[src/rtl/serial_dma_reader.sv]
// Memory-to-serial upload engine: reads a block of bytes and sends each one
// as 8N1 serial (LSB first) on tx_o. All outputs are registered.
module serial_dma_reader #(
  parameter int ADDR_WIDTH = 16,
  parameter int DIVISOR    = 416
) (
  input  logic                  busclk_i,
  input  logic                  n_reset_i,
  input  logic                  start_i,
  input  logic                  abort_i,
  input  logic [ADDR_WIDTH-1:0] base_adr_i,
  input  logic [15:0]           length_i,
  output logic [ADDR_WIDTH-1:0] mem_adr_o,
  output logic                  mem_rd_o,
  input  logic [7:0]            mem_dat_i,
  output logic                  tx_o,
  output logic                  busy_o,
  output logic                  done_o
);

  localparam int TW = $clog2(DIVISOR);
  localparam logic [TW-1:0]         TMR_LOAD = TW'(DIVISOR - 1);
  localparam logic [TW-1:0]         TMR_ONE  = TW'(1);
  localparam logic [ADDR_WIDTH-1:0] ADR_ONE  = ADDR_WIDTH'(1);

  typedef enum logic [1:0] {
    IDLE  = 2'd0,
    FETCH = 2'd1,
    LATCH = 2'd2,
    SEND  = 2'd3
  } state_e;

  state_e                state_q, state_d;
  logic [ADDR_WIDTH-1:0] addr_q, addr_d;
  logic [15:0]           cnt_q, cnt_d;
  logic [9:0]            shift_q, shift_d;
  logic [TW-1:0]         timer_q, timer_d;
  logic [3:0]            bit_q, bit_d;
  logic                  tx_q, tx_d;
  logic                  rd_q, rd_d;
  logic                  busy_q, busy_d;
  logic                  done_q, done_d;

  // Next-state and registered-output computation.
  always_comb begin
    state_d = state_q;
    addr_d  = addr_q;
    cnt_d   = cnt_q;
    shift_d = shift_q;
    timer_d = timer_q;
    bit_d   = bit_q;
    tx_d    = tx_q;
    rd_d    = 1'b0;
    done_d  = 1'b0;

    if (abort_i) begin
      state_d = IDLE;
      tx_d    = 1'b1;
    end else begin
      case (state_q)
        IDLE: begin
          tx_d = 1'b1;
          if (start_i) begin
            if (length_i == 16'd0) begin
              done_d = 1'b1;
            end else begin
              addr_d  = base_adr_i;
              cnt_d   = length_i;
              rd_d    = 1'b1;
              state_d = FETCH;
            end
          end else begin
            state_d = IDLE;
          end
        end
        FETCH: begin
          state_d = LATCH;
        end
        LATCH: begin
          // tx_d mirrors the start bit of the freshly loaded frame.
          shift_d = {1'b1, mem_dat_i, 1'b0};
          addr_d  = addr_q + ADR_ONE;
          if (cnt_q != 16'd0) begin
            cnt_d = cnt_q - 16'd1;
          end else begin
            cnt_d = 16'd0;
          end
          timer_d = TMR_LOAD;
          bit_d   = 4'd9;
          tx_d    = 1'b0;
          state_d = SEND;
        end
        SEND: begin
          if (timer_q != {TW{1'b0}}) begin
            timer_d = timer_q - TMR_ONE;
          end else if (bit_q != 4'd0) begin
            shift_d = {1'b1, shift_q[9:1]};
            tx_d    = shift_q[1];
            bit_d   = bit_q - 4'd1;
            timer_d = TMR_LOAD;
          end else begin
            tx_d = 1'b1;
            if (cnt_q != 16'd0) begin
              rd_d    = 1'b1;
              state_d = FETCH;
            end else begin
              done_d  = 1'b1;
              state_d = IDLE;
            end
          end
        end
        default: begin
          tx_d    = 1'b1;
          state_d = IDLE;
        end
      endcase
    end

    busy_d = (state_d != IDLE);
  end

  // State and output registers.
  always_ff @(posedge busclk_i or negedge n_reset_i) begin
    if (!n_reset_i) begin
      state_q <= IDLE;
      addr_q  <= {ADDR_WIDTH{1'b0}};
      cnt_q   <= 16'd0;
      shift_q <= 10'd0;
      timer_q <= {TW{1'b0}};
      bit_q   <= 4'd0;
      tx_q    <= 1'b1;
      rd_q    <= 1'b0;
      busy_q  <= 1'b0;
      done_q  <= 1'b0;
    end else begin
      state_q <= state_d;
      addr_q  <= addr_d;
      cnt_q   <= cnt_d;
      shift_q <= shift_d;
      timer_q <= timer_d;
      bit_q   <= bit_d;
      tx_q    <= tx_d;
      rd_q    <= rd_d;
      busy_q  <= busy_d;
      done_q  <= done_d;
    end
  end

  assign mem_adr_o = addr_q;
  assign mem_rd_o  = rd_q;
  assign tx_o      = tx_q;
  assign busy_o    = busy_q;
  assign done_o    = done_q;

endmodule

[config.mk]
export PLATFORM = sky130hd
export DESIGN_NAME = serial_dma_reader
export DESIGN_NICKNAME = d
export VERILOG_FILES = /design/src/rtl/serial_dma_reader.sv
export SDC_FILE = /design/constraint.sdc
export NUM_CORES = 1
export LEC_CHECK = 0
export CAP_MARGIN = 40
export CELL_PAD_IN_SITES_DETAIL_PLACEMENT = 1
export CELL_PAD_IN_SITES_GLOBAL_PLACEMENT = 1
export CORE_MARGIN = 1
export CORE_UTILIZATION = 25
export DETAILED_ROUTE_END_ITERATION = 7
export PLACE_DENSITY = 0.61
export SYNTH_ARGS = -nofsm -noshare
export SYNTH_HDL_FRONTEND = slang
export SYNTH_SLANG_ARGS = --single-unit
[constraint.sdc]
create_clock -name busclk_i -period 6.15 [get_ports busclk_i]
set_clock_uncertainty 0.1 [all_clocks]
set_input_delay 1.23 -clock busclk_i [delete_from_list [all_inputs] [get_ports busclk_i]]
set_output_delay 1.23 -clock busclk_i [all_outputs]
set_load 0.02 [all_outputs]
### Word level (Yosys, flattened, before mapping)

Index checks and enable logic that the tools add are counted.

| word-level totals | value |
|---|---|
| RAM bits | 0 |
| memories kept | 0 |
| ROM bits | 0 |
| bits of input ports | 44 |
| latch bits | 0 |
| word-level logic and storage cells | 78 |
| output and inout port bits | 20 |
| register bits after elaboration | 61 |

| operators by class | value |
|---|---|
| bitwise operators | 1 |
| reductions and logical operators | 13 |
| magnitude comparators | 0 |
| multiplexer cells | 41 |
| shift operators | 0 |
| $add $sub $neg | 4 |
| equal/unequal tests | 9 |
| multiply operators | 0 |
| divide/modulo/power cells | 0 |

Operators by type and width:

| cell | count |
|---|---|
| 16-bit two-way mux | 5 |
| 16-bit case mux with 2 select lines | 2 |
| 10-bit two-way mux | 2 |
| 10-bit case mux with 2 select lines | 1 |
| 9-bit two-way mux | 2 |
| 9-bit case mux with 2 select lines | 1 |
| 16-bit by 1-bit adder with 16-bit output (second input constant) | 1 |
| 16-bit zero test | 1 |
| 1-bit two-way mux | 16 |
| 16-bit nonzero test | 1 |
| 16-bit by 1-bit subtractor with 16-bit output (second input constant) | 1 |
| 2-bit two-way mux | 5 |
| 9-bit nonzero test | 1 |
| 9-bit by 1-bit subtractor with 9-bit output (second input constant) | 1 |
| 4-bit two-way mux | 2 |
| 2-bit != test (second input constant) | 4 |
| 2-bit case mux with 4 select lines | 1 |
| 4-bit case mux with 2 select lines | 1 |
| 4-bit AND reduction | 2 |
| 4-bit nonzero test | 2 |
| 3-bit != test (second input constant) | 2 |
| 2-bit nonzero test | 3 |
| 2-bit == test (second input constant) | 2 |
| 1-bit case mux with 2 select lines | 2 |
| other kinds (7) | 7 |

### Logic depth before layout (Yosys ltp)

| depth | value |
|---|---|
| word-level depth | 7 |
| depth in mapped cells | 9 |
| gate-level depth less buffers | 7 |

### Least setup slack after synthesis

No wires, ideal clock.

| timing path | value |
|---|---|
| path kind | input-to-reg |
| start point | input port abort_i |
| end point | register cnt_q[9] |
| required time | 5.929 ns |
| slack | 3.474 ns |
| setup time | 0.121 ns |
| cell stages on the path | 6 |
| arrival time | 2.455 ns |
| path through | clkbuf_1 -> a211oi_2 -> a21boi_2 -> buf_2 -> o21ai_0 -> a22o_1 |

| on the way | value |
|---|---|
| cells in the longest elaborated chain, start to end | 2 |

Ends and longest elaborated chain:

| what | RTL line | text |
|---|---|---|
| start, declared | 10 | `input logic abort_i,` |
| 1-bit inverter (no line) | n/a |  |
| 4-bit AND reduction (no line) | n/a |  |
| end signal, assigned | 138 | `cnt_q <= cnt_d;` |
| end, declared | 35 | `logic [15:0] cnt_q, cnt_d;` |

Every way passes these cells.
A chain may end at the register's enable or synchronous reset.

### Worst setup path after layout

| timing path | value |
|---|---|
| start point | input port length_i[12] |
| end point | register addr_q[10], in the netlist mem_adr_o[10] |

| on the way | value |
|---|---|
| cells in the longest elaborated chain, start to end | 3 |

Ends and longest elaborated chain:

| what | RTL line | text |
|---|---|---|
| start, declared | 12 | `input logic [15:0] length_i,` |
| 16-bit zero test | 64 | `if (length_i == 16'd0) begin` |
| 2-bit != test (no line) | n/a |  |
| 4-bit AND reduction (no line) | n/a |  |
| end signal, assigned | 126 | `addr_q <= {ADDR_WIDTH{1'b0}};` |
| end signal, assigned | 137 | `addr_q <= addr_d;` |
| end, declared | 34 | `logic [ADDR_WIDTH-1:0] addr_q, addr_d;` |

Every way passes these cells.

==> impl_results.md <==
* Initial Util at about 26%
* Crit-path max cell delay at 0.53 ns
* Reg2Reg Depth at 9
* # rows at 43
* Unique masters post-synth at 61
* Die Y at 121.9 um
* CTS sink count at 60
* Combinational Power Share at approximately 36%
* Hold EP: shift_q[9]
* Worst-path cell chain: clkdlybuf4s50_1, nor4_1, nand4_1, o211ai_1, buf_4, o22ai_1, a21oi_1
* Synth Flop Type: dfrtp_1
* Worst Setup Path Type: in -> reg
* Net Sw Power at between 0.8 and 0.9 mW
* Ports at 64
* RSZ-0062 raised after global routing: false
* Dominant cells by area after synthesis: dfrtp_1, o21ai_0, a21oi_1, mux2i_1, ha_1
* EDFF count, synth at 0
* # H-tree levels at 3
* HP Class: reg -> reg
* Die area at 0.01487 mm2
* WL final at around 11000 um
* Endpoints failing setup at 0
* Via count at approximately 3400
* Critical Path Source Type: input pin
* Crit end category: flop
* Async SR Flop Fraction at 100.0%
* Antenna diodes at 0
* Relative slew slack at 45.68%
* Flop2flop setup slack at between 3 and 4 ns
* Yosys top cell by area: dfrtp_1
* Antenna-violating nets left at 0
* Largest net degree at the start of global routing at 41
* Total GRT Usage at 15.87%
* Pre-Repair DR Iteration Count at 4
* IR Drop Worst-Case VDD at ~160 uV
* Slowest cell on the critical path: o211ai_1
* Synth top cells by count: dfrtp_1, o21ai_0, a21oi_1
* Avg Inst Size Synth at between 9 and 10 um2
* Initial DRC Count at around 140
* R2r startpoint: state_q[0]
* Die W at 121.9 um
* Initial antenna violation count at 0
* Leakage at around 1.9 nW
* # fillers at 1632
* Bufs and invs on worst path at 2
* First-pass GRT wire length at 18070 um
* Max clock buf depth at 2
* Flip-flop and latch area at between 0.0015 and 0.002 mm2
* Core area at around 0.014 mm2
* Area delta synth->final at 32.67%
* YS warnings at 0
* Worst-Margin Slew at 0.8148 ns
* Post-DR vias/cell at ~5.2
* Syn Nets at between 400 and 500
* Top cell type's share of synthesized area at between 40 and 50%
* Synth Cell Area at 0.003596 mm2
* Congestion Overflow GR at 0
* Final period util at a little over half
* Pint at between 1 and 1.5 mW
* Fmax at 297.2 MHz
* Share of post-route cells with drive strength above 1 at under 10%
* Post-CTS setup buffers at 0
* PwrDens at roughly 420 mW/mm2
* Final setup TNS at 0 ns
* Max Slew Vio Count at 0
* Hold path startpoint: shift_q[9]
* # Max-Cap Violations at 0
* Final nets at 508
* Hold depth at 1
* Post-CTS Hold Fix Bufs at 0
* Maximum fanout along the worst path at 8
* Multi-input logic area at a little under 0.002 mm2
* DRC Markers at 0
* Post_cts resized at 0
* Num CTS Buffers at 9
* Routed WL per cell at ~17 um
* Clock share of power at between 20% and 30%
* Fin util at around a third
* Clk Latency, worst-skew pair at about 0.34 ns
* Outcome: completed
* Worst EP required at between 6 and 7 ns
* Sequential power share at between 30 and 40%
* CTS root buffer: clkbuf_16
* RR Endpoint: mem_adr_o[10]
* Cells after Synth at between 300 and 400
* Count leader, synth: dfrtp_1
* Net Sw Frac at 39.74%
* Port bufs at 63
* Worst EP arrival at 3.53 ns
* Hold Violations, Final at 0
* Final min period at between 3 and 4 ns
* Crit path max-delay family: simple AND/OR/NAND/NOR gates
* Dpl hpwl at 7425 um
* TritonCTS clock tree: built
* #FFs+latches synth at 60
* Worst-path clk slew at 0.06 ns
* Placer congestion estimate at about 0.76
* Sequential fraction of the synthesis area at about two fifths
* Vias in the first global route at 3532
## per-layer routing
metal,up-vias,GRT usage (%),wire [um]
met5,-,0,0
met4,0,6.481,184
met3,14,2.903,358
met2,59,24.75,4885
met1,1672,21.50,5393
li1,1617,-,-
## how the worst max path moves through the flow
| stage | slack [ns] | from | to | cells past startpoint |
|---|---|---|---|---|
| 4_1_cts | 2.75 | length_i[12] | mem_adr_o[10] | 7 |
| 6_report | 2.79 | length_i[12] | mem_adr_o[10] | 7 |
| 3_5_place_dp | 2.42 | length_i[12] | mem_adr_o[10] | 7 |
| 3_3_place_gp | 2.10 | length_i[1] | cnt_q[5] | 6 |
| 2_1_floorplan | 3.47 | abort_i | cnt_q[9] | 6 |
| 5_1_grt | 2.60 | length_i[1] | mem_adr_o[10] | 7 |
## power by group through the flow
stage / clock (mW) / combinational, mW / sequential [mW]
after floorplan: 0 / 0.406 / 0.782
after global placement: 0 / 0.703 / 0.757
after detailed placement: 0 / 0.736 / 0.764
after CTS: 0.546 / 0.740 / 0.763
after global routing: 0.556 / 0.814 / 0.797
final: 0.529 / 0.732 / 0.764
## area by class of cell
type,count,area share [%]
Timing Repair Buffer,71,15.37
Multi-Input combinational cell,293,40.34
Inverter,21,1.652
Clock inverter,7,1.705
Clock buffer,9,4.721
Sequential cell,60,31.50
Tap cell,180,4.721
## state kept, by name, indices dropped and copies added, names as in the netlist
name	flops
bit_q	4
timer_q	9
mem_rd_o	1
mem_adr_o	16
tx_o	1
busy_o	1
shift_q	9
cnt_q	16
done_o	1
state_q	2
## metrics by stage
stage | instances | hold WS, ns | setup WS, ns | power [mW] | cell area [um2]
2_1_floorplan | 394 | 0.3344 | 3.474 | 1.188 | 3596
3_3_place_gp | 621 | 0.3539 | 2.096 | 1.460 | 4387
3_5_place_dp | 625 | 0.3572 | 2.416 | 1.500 | 4464
4_1_cts | 641 | 0.3720 | 2.753 | 2.049 | 4771
5_1_grt | 641 | 0.4049 | 2.604 | 2.167 | 4771
6_report | 641 | 0.3687 | 2.786 | 2.025 | 4771
## kinds of logic (layout without fill, tap and decap cells)
group / count (synthesis) / after routing / synth area share (%)
simple gates: 129 / 129 / 20.60
fa+ha+maj: 8 / 8 / 2.784
xor+xnor: 3 / 3 / 0.7308
buf+inv: 41 / 108 / 4.697
mux: 14 / 14 / 3.897
flops: 60 / 60 / 41.79
compound gates: 139 / 139 / 25.50
## cell usage in the layout, fill, tap and decap left out, drive strengths merged, types with 2 or more instances in the layout
cell            n
nand4          10
inv            23
nand2          25
o21ai          35
nand2b          2
o211ai          6
mux2i          14
xor2            3
and3            6
a21o            9
ha              8
and4            3
and2            2
dfrtp          59
o32ai           3
buf             9
a211oi          3
or3             3
o21bai          2
nor4           12
a31o            2
o2bb2ai         3
o2111ai         2
nand3          19
clkinv          3
a31oi           6
o31a            4
or2             4
o22ai          13
clkdlybuf4s50  62
a22oi           2
clkbuf          9
a22o            7
nor3           10
nor2           26
a21oi          30
a2bb2oi         3
No activity file was read; power rests on OpenSTA's default activity.
